--- src/rtl/pipe_pkg.sv ---
// Shared types and defaults for the handshaked pipeline stage register.
package pipe_pkg;

  localparam int DATA_W_DEF = 32;
  localparam int CTRL_W_DEF = 16;
  localparam int CNT_W_DEF  = 16;

  // Encoding doubles as the occupancy value.
  typedef enum logic [1:0] {
    EMPTY = 2'd0,
    ONE   = 2'd1,
    TWO   = 2'd2
  } state_t;

  localparam logic [CTRL_W_DEF-1:0] CTRL_NOP = '0;

endpackage

--- src/rtl/pipe_skid_entry.sv ---
// One holding slot of the stage: valid flag plus payload and control bundle.
module pipe_skid_entry #(
  parameter int DATA_W = 32,
  parameter int CTRL_W = 16
) (
  input  logic              clk,
  input  logic              reset,
  input  logic              i_load,
  input  logic              i_clear,
  input  logic [DATA_W-1:0] i_data,
  input  logic [CTRL_W-1:0] i_ctrl,
  output logic              o_valid,
  output logic [DATA_W-1:0] o_data,
  output logic [CTRL_W-1:0] o_ctrl
);

  logic              r_valid;
  logic [DATA_W-1:0] r_data;
  logic [CTRL_W-1:0] r_ctrl;

  // Clear wins over load so a flush always leaves a zeroed slot.
  always_ff @(posedge clk or negedge reset) begin
    if (!reset) begin
      r_valid <= 1'b0;
      r_data  <= '0;
      r_ctrl  <= '0;
    end else if (i_clear) begin
      r_valid <= 1'b0;
      r_data  <= '0;
      r_ctrl  <= '0;
    end else if (i_load) begin
      r_valid <= 1'b1;
      r_data  <= i_data;
      r_ctrl  <= i_ctrl;
    end
  end

  assign o_valid = r_valid;
  assign o_data  = r_data;
  assign o_ctrl  = r_ctrl;

endmodule

--- src/rtl/pipe_stage_skid.sv ---
// Valid/ready pipeline stage register with 2-entry skid buffer, flush and bubble zeroing.
// Optional stall statistics counter compiled in with `define PIPE_STATS_EN.
module pipe_stage_skid
  import pipe_pkg::*;
#(
  parameter int DATA_W = DATA_W_DEF,
  parameter int CTRL_W = CTRL_W_DEF,
  parameter int CNT_W  = CNT_W_DEF
) (
  input  logic              clk,
  input  logic              reset,
  input  logic              in_valid,
  output logic              in_ready,
  input  logic [DATA_W-1:0] in_data,
  input  logic [CTRL_W-1:0] in_ctrl,
  output logic              out_valid,
  input  logic              out_ready,
  output logic [DATA_W-1:0] out_data,
  output logic [CTRL_W-1:0] out_ctrl,
  input  logic              flush,
  output logic [1:0]        occupancy,
  output logic [CNT_W-1:0]  stall_cnt
);

  state_t r_state;
  state_t w_state_next;
  logic   r_rst_done;

  logic              w_in_fire, w_out_fire;
  logic              w_main_load, w_main_clear, w_main_from_skid;
  logic              w_skid_load, w_skid_clear;
  logic              w_main_valid, w_skid_valid;
  logic [DATA_W-1:0] w_main_data, w_skid_data, w_main_d_data;
  logic [CTRL_W-1:0] w_main_ctrl, w_skid_ctrl, w_main_d_ctrl;

  always_ff @(posedge clk or negedge reset) begin
    if (!reset) r_rst_done <= 1'b0;
    else        r_rst_done <= 1'b1;
  end

  // Skid valid is set exactly in TWO, so ready stays a pure flop decode.
  assign in_ready   = r_rst_done & ~w_skid_valid;
  assign out_valid  = w_main_valid;
  assign w_in_fire  = in_valid & in_ready;
  assign w_out_fire = out_valid & out_ready;

  always_comb begin
    w_state_next     = r_state;
    w_main_load      = 1'b0;
    w_main_clear     = 1'b0;
    w_main_from_skid = 1'b0;
    w_skid_load      = 1'b0;
    w_skid_clear     = 1'b0;
    if (flush) begin
      w_main_clear = 1'b1;
      w_skid_clear = 1'b1;
      w_state_next = EMPTY;
    end else begin
      case (r_state)
        EMPTY: begin
          if (w_in_fire) begin
            w_main_load  = 1'b1;
            w_state_next = ONE;
          end
        end
        ONE: begin
          if (w_in_fire && w_out_fire) begin
            w_main_load = 1'b1;
          end else if (w_in_fire) begin
            w_skid_load  = 1'b1;
            w_state_next = TWO;
          end else if (w_out_fire) begin
            w_main_clear = 1'b1;
            w_state_next = EMPTY;
          end
        end
        TWO: begin
          if (w_out_fire) begin
            w_main_load      = 1'b1;
            w_main_from_skid = 1'b1;
            w_skid_clear     = 1'b1;
            w_state_next     = ONE;
          end
        end
        default: begin
          w_main_clear = 1'b1;
          w_skid_clear = 1'b1;
          w_state_next = EMPTY;
        end
      endcase
    end
  end

  assign w_main_d_data = w_main_from_skid ? w_skid_data : in_data;
  assign w_main_d_ctrl = w_main_from_skid ? w_skid_ctrl : in_ctrl;

  always_ff @(posedge clk or negedge reset) begin
    if (!reset) r_state <= EMPTY;
    else        r_state <= w_state_next;
  end

  pipe_skid_entry #(.DATA_W(DATA_W), .CTRL_W(CTRL_W)) u_main (
    .clk     (clk),
    .reset   (reset),
    .i_load  (w_main_load),
    .i_clear (w_main_clear),
    .i_data  (w_main_d_data),
    .i_ctrl  (w_main_d_ctrl),
    .o_valid (w_main_valid),
    .o_data  (w_main_data),
    .o_ctrl  (w_main_ctrl)
  );

  pipe_skid_entry #(.DATA_W(DATA_W), .CTRL_W(CTRL_W)) u_skid (
    .clk     (clk),
    .reset   (reset),
    .i_load  (w_skid_load),
    .i_clear (w_skid_clear),
    .i_data  (in_data),
    .i_ctrl  (in_ctrl),
    .o_valid (w_skid_valid),
    .o_data  (w_skid_data),
    .o_ctrl  (w_skid_ctrl)
  );

  // Bubble: an empty stage presents NOP control and zero payload.
  assign out_data  = w_main_valid ? w_main_data : '0;
  assign out_ctrl  = w_main_valid ? w_main_ctrl : CTRL_W'(CTRL_NOP);
  assign occupancy = r_state;

`ifdef PIPE_STATS_EN
  logic [CNT_W-1:0] r_stall_cnt;

  always_ff @(posedge clk or negedge reset) begin
    if (!reset) begin
      r_stall_cnt <= '0;
    end else if (out_valid && !out_ready && (r_stall_cnt != {CNT_W{1'b1}})) begin
      r_stall_cnt <= r_stall_cnt + CNT_W'(1);
    end
  end

  assign stall_cnt = r_stall_cnt;
`else
  assign stall_cnt = '0;
`endif

endmodule
--- config.mk ---
export PLATFORM = sky130hd
export DESIGN_NAME = pipe_stage_skid
export DESIGN_NICKNAME = d
export VERILOG_FILES = /design/src/rtl/pipe_pkg.sv /design/src/rtl/pipe_skid_entry.sv /design/src/rtl/pipe_stage_skid.sv
export SDC_FILE = /design/constraint.sdc
export NUM_CORES = 1
export LEC_CHECK = 0
export ABC_CLOCK_PERIOD_IN_PS = 2980
export CORE_ASPECT_RATIO = 0.75
export CORE_UTILIZATION = 48
export DETAILED_ROUTE_END_ITERATION = 8
export HOLD_SLACK_MARGIN = 0.1
export PLACE_DENSITY_LB_ADDON = 0.3
export SYNTH_ARGS = -nofsm -noshare
export SYNTH_HDL_FRONTEND = slang
export SYNTH_SLANG_ARGS = --single-unit
--- constraint.sdc ---
create_clock -name clk -period 2.98 [get_ports clk]
set_input_delay 0.298 -clock clk [delete_from_list [all_inputs] [get_ports clk]]
set_output_delay 0.298 -clock clk [all_outputs]
set_load 0.01 [all_outputs]
==> metrics.yaml <==
routing:
  dr.pass1.iters: 4
  routed_wl_um: 10200
  num_vias: 3359
  wl_per_cell_um: 17.0
  drcViolationCount: 0
  first_iter_violations: 208
  vias_per_cell: 5.58
  ant_nets: 0
placement:
  io_buffers: 104
  pre_cts_ws_ps: 166
  place_area_um2: 5620
  routabilityCongestion: 0.807
  dpl.hpwl_um: 6630
sta:
  final_max_slew_viol_count: 0
  rsz0062_at_grt: "no"
  tightest_slew_ps: 1100
  period_share: 0.827
  relSlewSlack: 0.265
  hold_violations: 0
  finalClockSkew_ps: 7.75
  period_minus_slack_ps: 2470
  setup_ws_ps: 514
  tns_ps: 0
  fmax_ghz: 0.406
  setup_viol: 0
pwr:
  power_switching_share: 0.240
  p_seq_frac: 0.495
  power.density_nw_per_um2: 495
  p_leak_nw: 3.06
  clockPowerShare: 0.389
  peakVddDrop_mv: 0.351
  pwr-share-comb: 0.116
  intPower_mw: 2.23
  power.switching_uw: 704
setup_path:
  critical-path-slowest-cell: "nor3_2"
  critical-path-max-stage-delay_ps: 890
  critPathMaxFanout: 32
  cp.required_ps: 3250
  critPathLaunchType: "input port"
  cp_num_buf_inv: 2
  arrival_ps: 2730
  crit_chain: "clkdlybuf4s50_1, nand2_1, nor3_2, buf_4, a22o_1, a21o_1"
  cp-end-kind: "flip-flop"
  cp_top_family: "buffers and inverters"
  crit_type: "input port to flip-flop"
  rrSetupSlack_ps: 570
synth:
  synth-seq-cells: 101
  synth_edf_count: 0
  synth_cell_type_count: 28
  yosysTopAreaCellShare: 0.560
  avgSynthCellArea_um2: 12.1
  ys_async_sr_fraction: 1.00
  syn-cell-area_um2: 4510
  yosysSeqAreaShare: 0.560
  synth_largest_area_cell: "dfrtp_1"
  synth_ff_type: "dfrtp_1"
  synth_most_common_cell: "dfrtp_1"
  synth_warnings: 0
  ys_top_cells_by_count: "dfrtp_1 (101), a22o_1 (96), a21o_1 (48), and2_1 (48), buf_4 (17)"
  syn_inst: 374
  synth_area_leaders: "dfrtp_1 (56%), a22o_1 (19%), a21o_1 (8.0%), and2_1 (6.7%), buf_4 (2.8%)"
global_route:
  grt_max_degree: 56
  antenna_found_initial: 0
  grt_pass1_vias: 3347
  grt_overflow: 0
  grt_usage: 0.220
  grt_pass1_wl_um: 16700
clock_tree:
  clock-root-buffer: "clkbuf_16"
  htreeDepth: 3
  clock_latency_ps: 340
  clock_path_buffers: 2
  cts-hold-fix-buffers: 1
  cts_tree: "done"
  cts_resized: 0
  cts.sink_count: 101
  cts_buffers: 9
  clk_pin_slew_worst_paths_ps: 70
  cts_setup_buffers: 0
floorplanning:
  dieArea_um2: 9800
  dieHeight_um: 86.0
  io_pins: 121
  row_count: 30
  die_x_um: 114
  core_um2: 9080
  start_util: 0.497
layout:
  stdcell_area_um2: 5930
  syn_to_final_growth_pct: 31.4
  antenna_cells: 0
  final_layout_size_suffix_gt1_frac: 0.0717
  final_nets: 522
  fillCellCount: 742
min_path:
  hold_path.class: "flip-flop to flip-flop"
job:
  maxCapViolCount: 0
status:
  status: "finished clean"
==> sequential cells by signal (all words and copies together) (netlist names) <==
register and cells:
occupancy 2, r_rst_done 1, u_main.o_ctrl 16, u_main.o_data 32, u_main.o_valid 1, u_skid.o_ctrl 16, u_skid.o_data 32, u_skid.o_valid 1
==> cell families after synthesis <==
group | Yosys count | share of synthesized area
flip-flops | 101 | 0.560
XOR/XNOR | 1 | 0.00194
AND/OR/NAND/NOR | 64 | 0.0904
buffers and inverters | 50 | 0.0635
AO/OA/AOI/OAI | 156 | 0.282
other | 2 | 0.00166
==> power groups by stage <==
stage	registers (mW)	clock network, mW	logic (mW)
2_1_floorplan	1.47	0	0.172
3_3_place_gp	1.48	0	0.334
3_5_place_dp	1.48	0	0.343
4_1_cts	1.45	1.16	0.346
5_1_grt	1.46	1.21	0.373
6_report	1.45	1.14	0.340
==> through the flow <==
stage          hold slack, ps   util  instances  power (mW)
3_5_place_dp              379  0.619        585        1.82
3_3_place_gp              373  0.619        585        1.81
4_1_cts                   473  0.652        602        2.96
2_1_floorplan            2.41      -        389        1.64
6_report                  469  0.652        602        2.93
5_1_grt                   483  0.652        602        3.04
==> cells in the final DEF, fill, tap and decap left out, types with 3 or more instances in the layout <==
cell,Yosys,final
nor2_1,3,3
a22o_1,96,96
and2_1,48,48
a21oi_1,5,4
buf_4,17,13
clkbuf_16,0,9
dfrtp_1,101,101
clkdlybuf4s50_1,0,103
nand2_1,3,3
conb_1,2,17
a21o_1,48,48
==> cell type report <==
class | count | area (um2) | share of cell area
tap | 128 | 160 | 0.0270
multi-input combinational | 238 | 1800 | 0.304
sequential | 101 | 2530 | 0.426
clock buffer | 10 | 229 | 0.0386
clock inverter | 6 | 63.8 | 0.0108
inverter | 2 | 7.51 | 0.00127
timing repair buffer | 117 | 1140 | 0.192
==> path summary, 6_finish.rpt <==
kind                                    from                end  cells past startpoint
max in group asynchronous              reset   u_skid.o_ctrl[0]                      3
hold / removal             u_main.o_ctrl[10]  u_main.o_ctrl[10]                      1
hold reg to reg            u_main.o_ctrl[10]  u_main.o_ctrl[10]                      1
min in group asynchronous              reset   u_main.o_data[6]                      2
setup / recovery                   out_ready   u_main.o_data[7]                      6
setup reg to reg              u_main.o_valid   u_skid.o_ctrl[2]                      6
==> per-layer routing <==
| metal | GRT usage | part of all wire | vias up |
|---|---|---|---|
| li1 | - | - | 1527 |
| met5 | 0 | 0 | - |
| met1 | 0.304 | 0.46 | 1700 |
| met4 | 0.0649 | 0.014 | 0 |
| met2 | 0.350 | 0.47 | 119 |
| met3 | 0.0473 | 0.058 | 13 |
Note: power is estimated with default switching activity, not from simulation.
